`config.mk`:
```
export PLATFORM = sky130hd
export DESIGN_NAME = bit_serial_alu_seq
export DESIGN_NICKNAME = d
export VERILOG_FILES = /design/src/rtl/bit_serial_alu_seq.sv
export SDC_FILE = /design/constraint.sdc
export NUM_CORES = 1
export LEC_CHECK = 0
export ABC_AREA = 1
export BUFFER_PORTS_ARGS = -buffer_cell sky130_fd_sc_hd__buf_2
export CAP_MARGIN = 20
export CORE_MARGIN = 2
export CORE_UTILIZATION = 30
export DETAILED_ROUTE_END_ITERATION = 10
export GPL_ROUTABILITY_DRIVEN = 1
export PLACE_DENSITY = 0.55
export SETUP_SLACK_MARGIN = 0.2
export SKIP_LAST_GASP = 1
export SYNTH_ARGS = -nofsm -noshare
export SYNTH_HDL_FRONTEND = slang
export SYNTH_SLANG_ARGS = --single-unit
```
`constraint.sdc`:
```
create_clock -name clk -period 1.7 [get_ports clk]
set_input_delay 0.17 -clock clk [delete_from_list [all_inputs] [get_ports clk]]
set_output_delay 0.17 -clock clk [all_outputs]
set_load 0.05 [all_outputs]
```
`src/rtl/bit_serial_alu_seq.sv`:
```
// Purpose: sequences one shared 1-bit ALU as a WIDTH-bit ALU, LSB first, with a carry chain.
// Latency: start accepted at edge E; done pulses in cycle E+WIDTH+1; idle again from E+WIDTH+2.
// Backpressure: none; start is only sampled in IDLE, so requests while busy are dropped.
module bit_serial_alu_seq #(
    parameter int WIDTH = 8
) (
    input  logic             clk,
    input  logic             rst,
    input  logic             start,
    input  logic [WIDTH-1:0] a_in,
    input  logic [WIDTH-1:0] b_in,
    input  logic             cin_in,
    input  logic [2:0]       opsel_in,
    input  logic             mode_in,
    output logic             busy,
    output logic             done,
    output logic [WIDTH-1:0] result,
    output logic             cout,
    output logic             alu_op1,
    output logic             alu_op2,
    output logic             alu_cin,
    output logic [2:0]       alu_opsel,
    output logic             alu_mode,
    input  logic             alu_result,
    input  logic             alu_cout
);

    localparam int CW = $clog2(WIDTH);
    localparam logic [CW-1:0] CNT_LAST = CW'(WIDTH - 1);

    typedef enum logic [1:0] {
        S_IDLE,
        S_RUN,
        S_DONE
    } state_t;

    state_t           state;
    logic [CW-1:0]    cnt;
    // Operand bits not yet presented; bit 0 of each operand lives in alu_op1/alu_op2.
    logic [WIDTH-2:0] a_rest;
    logic [WIDTH-2:0] b_rest;
    // Result bits gathered so far (upper WIDTH-1 positions of the shift chain).
    logic [WIDTH-2:0] acc;
    logic [WIDTH-1:0] acc_next;

    // Current ALU result bit enters at the MSB; after WIDTH shifts bit 0 sits at the LSB.
    assign acc_next = {alu_result, acc};

    // Sequencer FSM; alu_cin doubles as the carry register between bit slices.
    always_ff @(posedge clk) begin
        if (rst) begin
            state     <= S_IDLE;
            busy      <= 1'b0;
            done      <= 1'b0;
            result    <= '0;
            cout      <= 1'b0;
            cnt       <= '0;
            a_rest    <= '0;
            b_rest    <= '0;
            acc       <= '0;
            alu_op1   <= 1'b0;
            alu_op2   <= 1'b0;
            alu_cin   <= 1'b0;
            alu_opsel <= 3'b000;
            alu_mode  <= 1'b0;
        end else begin
            case (state)
                S_IDLE: begin
                    done <= 1'b0;
                    if (start) begin
                        a_rest    <= a_in[WIDTH-1:1];
                        b_rest    <= b_in[WIDTH-1:1];
                        alu_op1   <= a_in[0];
                        alu_op2   <= b_in[0];
                        alu_cin   <= cin_in;
                        alu_opsel <= opsel_in;
                        alu_mode  <= mode_in;
                        acc       <= '0;
                        cnt       <= '0;
                        busy      <= 1'b1;
                        state     <= S_RUN;
                    end
                end
                S_RUN: begin
                    acc    <= acc_next[WIDTH-1:1];
                    a_rest <= a_rest >> 1;
                    b_rest <= b_rest >> 1;
                    cnt    <= cnt + 1'b1;
                    if (cnt == CNT_LAST) begin
                        // Last slice: capture the word and park the operand pins at 0.
                        result  <= acc_next;
                        cout    <= alu_cout;
                        done    <= 1'b1;
                        alu_op1 <= 1'b0;
                        alu_op2 <= 1'b0;
                        alu_cin <= 1'b0;
                        state   <= S_DONE;
                    end else begin
                        alu_op1 <= a_rest[0];
                        alu_op2 <= b_rest[0];
                        alu_cin <= alu_cout;
                    end
                end
                S_DONE: begin
                    done  <= 1'b0;
                    busy  <= 1'b0;
                    state <= S_IDLE;
                end
                default: begin
                    state <= S_IDLE;
                end
            endcase
        end
    end

endmodule

```
==> flow_summary.yaml <==
synth:
  synth.area.top_cells: "dfxtp_1, nand2_1, nor2_1, inv_1, a21oi_1"
  ys_ff_latch: 44
  synth_cell_type_count: 18
  syn_inst: 284
  synth_top_cell_area_share: 0.4668
  ys_seq_area_frac: 0.4668
  synth_warnings: 0
  synthesis.nets: 312
  avgSynthCellArea_um2: 6.644
  synthesis.area_um2: 1887
  synth_top_area_cell: "dfxtp_1"
drt:
  vias: 1686
  post_drt_wl_per_cell_um: 10.19
  drcViolationCount: 0
  drt_iter0_drc: 68
  drt_first_pass_iters: 4
  antenna_left: 0
  drt-total-wl_um: 4115
  via_per_inst: 4.173
clock_network:
  cts_tree: "done"
  cts_made_buffers: 5
  insertion_delay_ps: 290
  cts_hold_buf: 0
  path_clk_slew_ps: 80
  clkSinkCount: 44
  cts_resized: 0
  clock_path_buffers: 2
  htreeDepth: 2
  post_cts_buffers: 0
  clockRootBuffer: "clkbuf_8"
timing:
  period_share: 0.7371
  finalSetupViolCount: 0
  fin_crit_ps: 1253
  hold_ws_ps: 87.04
  hold_violations: 0
  slew-limit-headroom: 0.7758
  rsz0062_at_grt: "false"
  tightest_slew_ps: 336.3
  max_clock_freq_mhz: 798.0
  fin_setup_tns_ps: 0
  slew_viol_final: 0
  skew_ps: 4.448
critical_path:
  cp_top_family: "simple AND/OR/NAND/NOR gates"
  crit_arrival_ps: 1490
  criticalPathCategory: "register to register"
  worstSetupStartpointType: "register"
  worst_setup_path_end_kind: "register"
  crit_buf_inv: 0
  cp_max_fo: 13
  rrSetupSlack_ps: 450
  max_stage_delay_ps: 350
  crit_required_ps: 1940
  cp_slowest_cell: "dfxtp_1"
  crit_chain: "ha_1 > ha_1 > nand2_2 > nor2_4 > nand2_1 > nand2_1"
grt:
  grt.total_usage: 0.1224
  grt_max_degree: 21
  grt_pass1_vias: 1619
  grt_overflow: 0
  grt_pass1_wl_um: 7072
  grt_antenna_before_repair: 0
power:
  leakage_nw: 1.156
  p_int_mw: 1.524
  p_switching_mw: 0.5919
  power.share.clock: 0.319
  p_seq_frac: 0.521
  combPwrFrac: 0.160
  switching_share: 0.2797
  peakVddDrop_mv: 0.4601
  power_density_nw_per_um2: 935.5
cells_and_area:
  nets: 356
  area_delta_synth_final_pct: 19.89
  antenna_cells: 0
  drive_gt1_frac: 0.1915
floorplanning:
  die_y_um: 83.31
  ios: 44
  core_area_um2: 5991
  fp.dieW_um: 83.31
  die_area_um2: 6940
  initial_utilization: 0.3150
  fp-row-count: 28
placed_design:
  gp_congestion: 0.7081
  io_buffers: 43
  dp_hpwl_um: 2848
run:
  drv_cap: 0
run_status:
  status: "finished, final reports clean"
hold_path:
  hold_class: "input pin to register"
-- layout make-up --
cell class | instances | area, um2
repair buffers | 50 | 267.8
clock inverters | 1 | 7.507
flip-flops and latches | 44 | 880.8
clock buffers | 7 | 86.33
multi-input cells | 202 | 832.0
well taps | 75 | 93.84
fillers | 670 | 3729
inverters | 25 | 93.84
-- flip-flops by register name, summed over array words and instances, names as in the netlist --
signal	count
cout	1
b_rest	7
alu_cin	1
busy	1
result	8
acc	7
alu_opsel	3
alu_op2	1
state	2
cnt	3
a_rest	7
alu_op1	1
alu_mode	1
done	1
-- per-layer routing --
| metal | track usage | wire, um | share of wire |
|---|---|---|---|
| met1 | 0.1519 | 2028 | 0.49 |
| met2 | 0.2097 | 1881 | 0.46 |
| met3 | 0.03280 | 177 | 0.043 |
| met4 | 0.03130 | 27 | 0.0066 |
| met5 | 0 | 0 | 0 |
-- worst register-to-register path, stage by stage, from the launching register on --
cell and delay [ps]:
dfxtp_1 350, ha_1 160, ha_1 170, nand2_2 180, nor2_4 220, nand2_1 70, nand2_1 60
-- worst paths after layout --
| kind | from | end | cells past startpoint |
|---|---|---|---|
| worst max-delay path | cnt[0] | result[2] | 6 |
| worst min-delay path | alu_result | result[7] | 3 |
| worst max register to register | cnt[0] | result[2] | 6 |
| worst min register to register | acc[0] | acc[0] | 2 |
-- cell usage in the layout (no fill, tap or decap) --
cell type,count
buf_4,7
a21oi_1,14
inv_2,1
nor2_4,1
nand3_1,9
clkinvlp_4,1
dfxtp_1,44
o21ai_2,1
buf_2,43
clkbuf_8,6
nor2_1,60
inv_1,24
o21ai_0,6
ha_1,2
nor2_2,1
nand2_1,106
clkbuf_1,1
nand2_2,2
-- Yosys cell counts --
cell	n
nand2_1	106
a21oi_1	14
dfxtp_1	44
nor2_2	1
o21ai_0	6
buf_1	1
inv_2	1
o21ai_2	1
nand3_1	9
nor2_1	60
buf_4	2
inv_1	24
nand2_2	2
buf_2	7
ha_1	2
nor2_4	1
clkbuf_1	1
buf_6	2
-- per-stage QoR --
stage                     instance area [um2]  setup WS [ps]    util  power, mW  instances
after floorplan                          1887          518.4       -      1.380        284
after global placement                   2168          445.2  0.3619      1.466        396
after detailed placement                 2168          423.1  0.3619      1.469        396
after CTS                                2262          402.2  0.3776      2.159        404
after global routing                     2262          286.4  0.3776      2.242        404
final                                    2262          446.9  0.3776      2.116        404
-- kinds of logic after synthesis --
group           after synthesis  share of synthesized area
simple gates                179                     0.3700
compound gates               21                    0.05770
fa+ha+maj                     2                    0.01326
buf+inv                      38                    0.09217
flops                        44                     0.4668
-- power by group through the flow --
stage,Sequential (mW),Combinational (mW),Clock [mW]
after floorplan,1.18,0.196,0
after global placement,1.13,0.338,0
after detailed placement,1.13,0.340,0
after CTS,1.10,0.342,0.713
after global routing,1.11,0.386,0.745
final,1.10,0.339,0.674
Note: power is estimated with default switching activity, not from simulation.
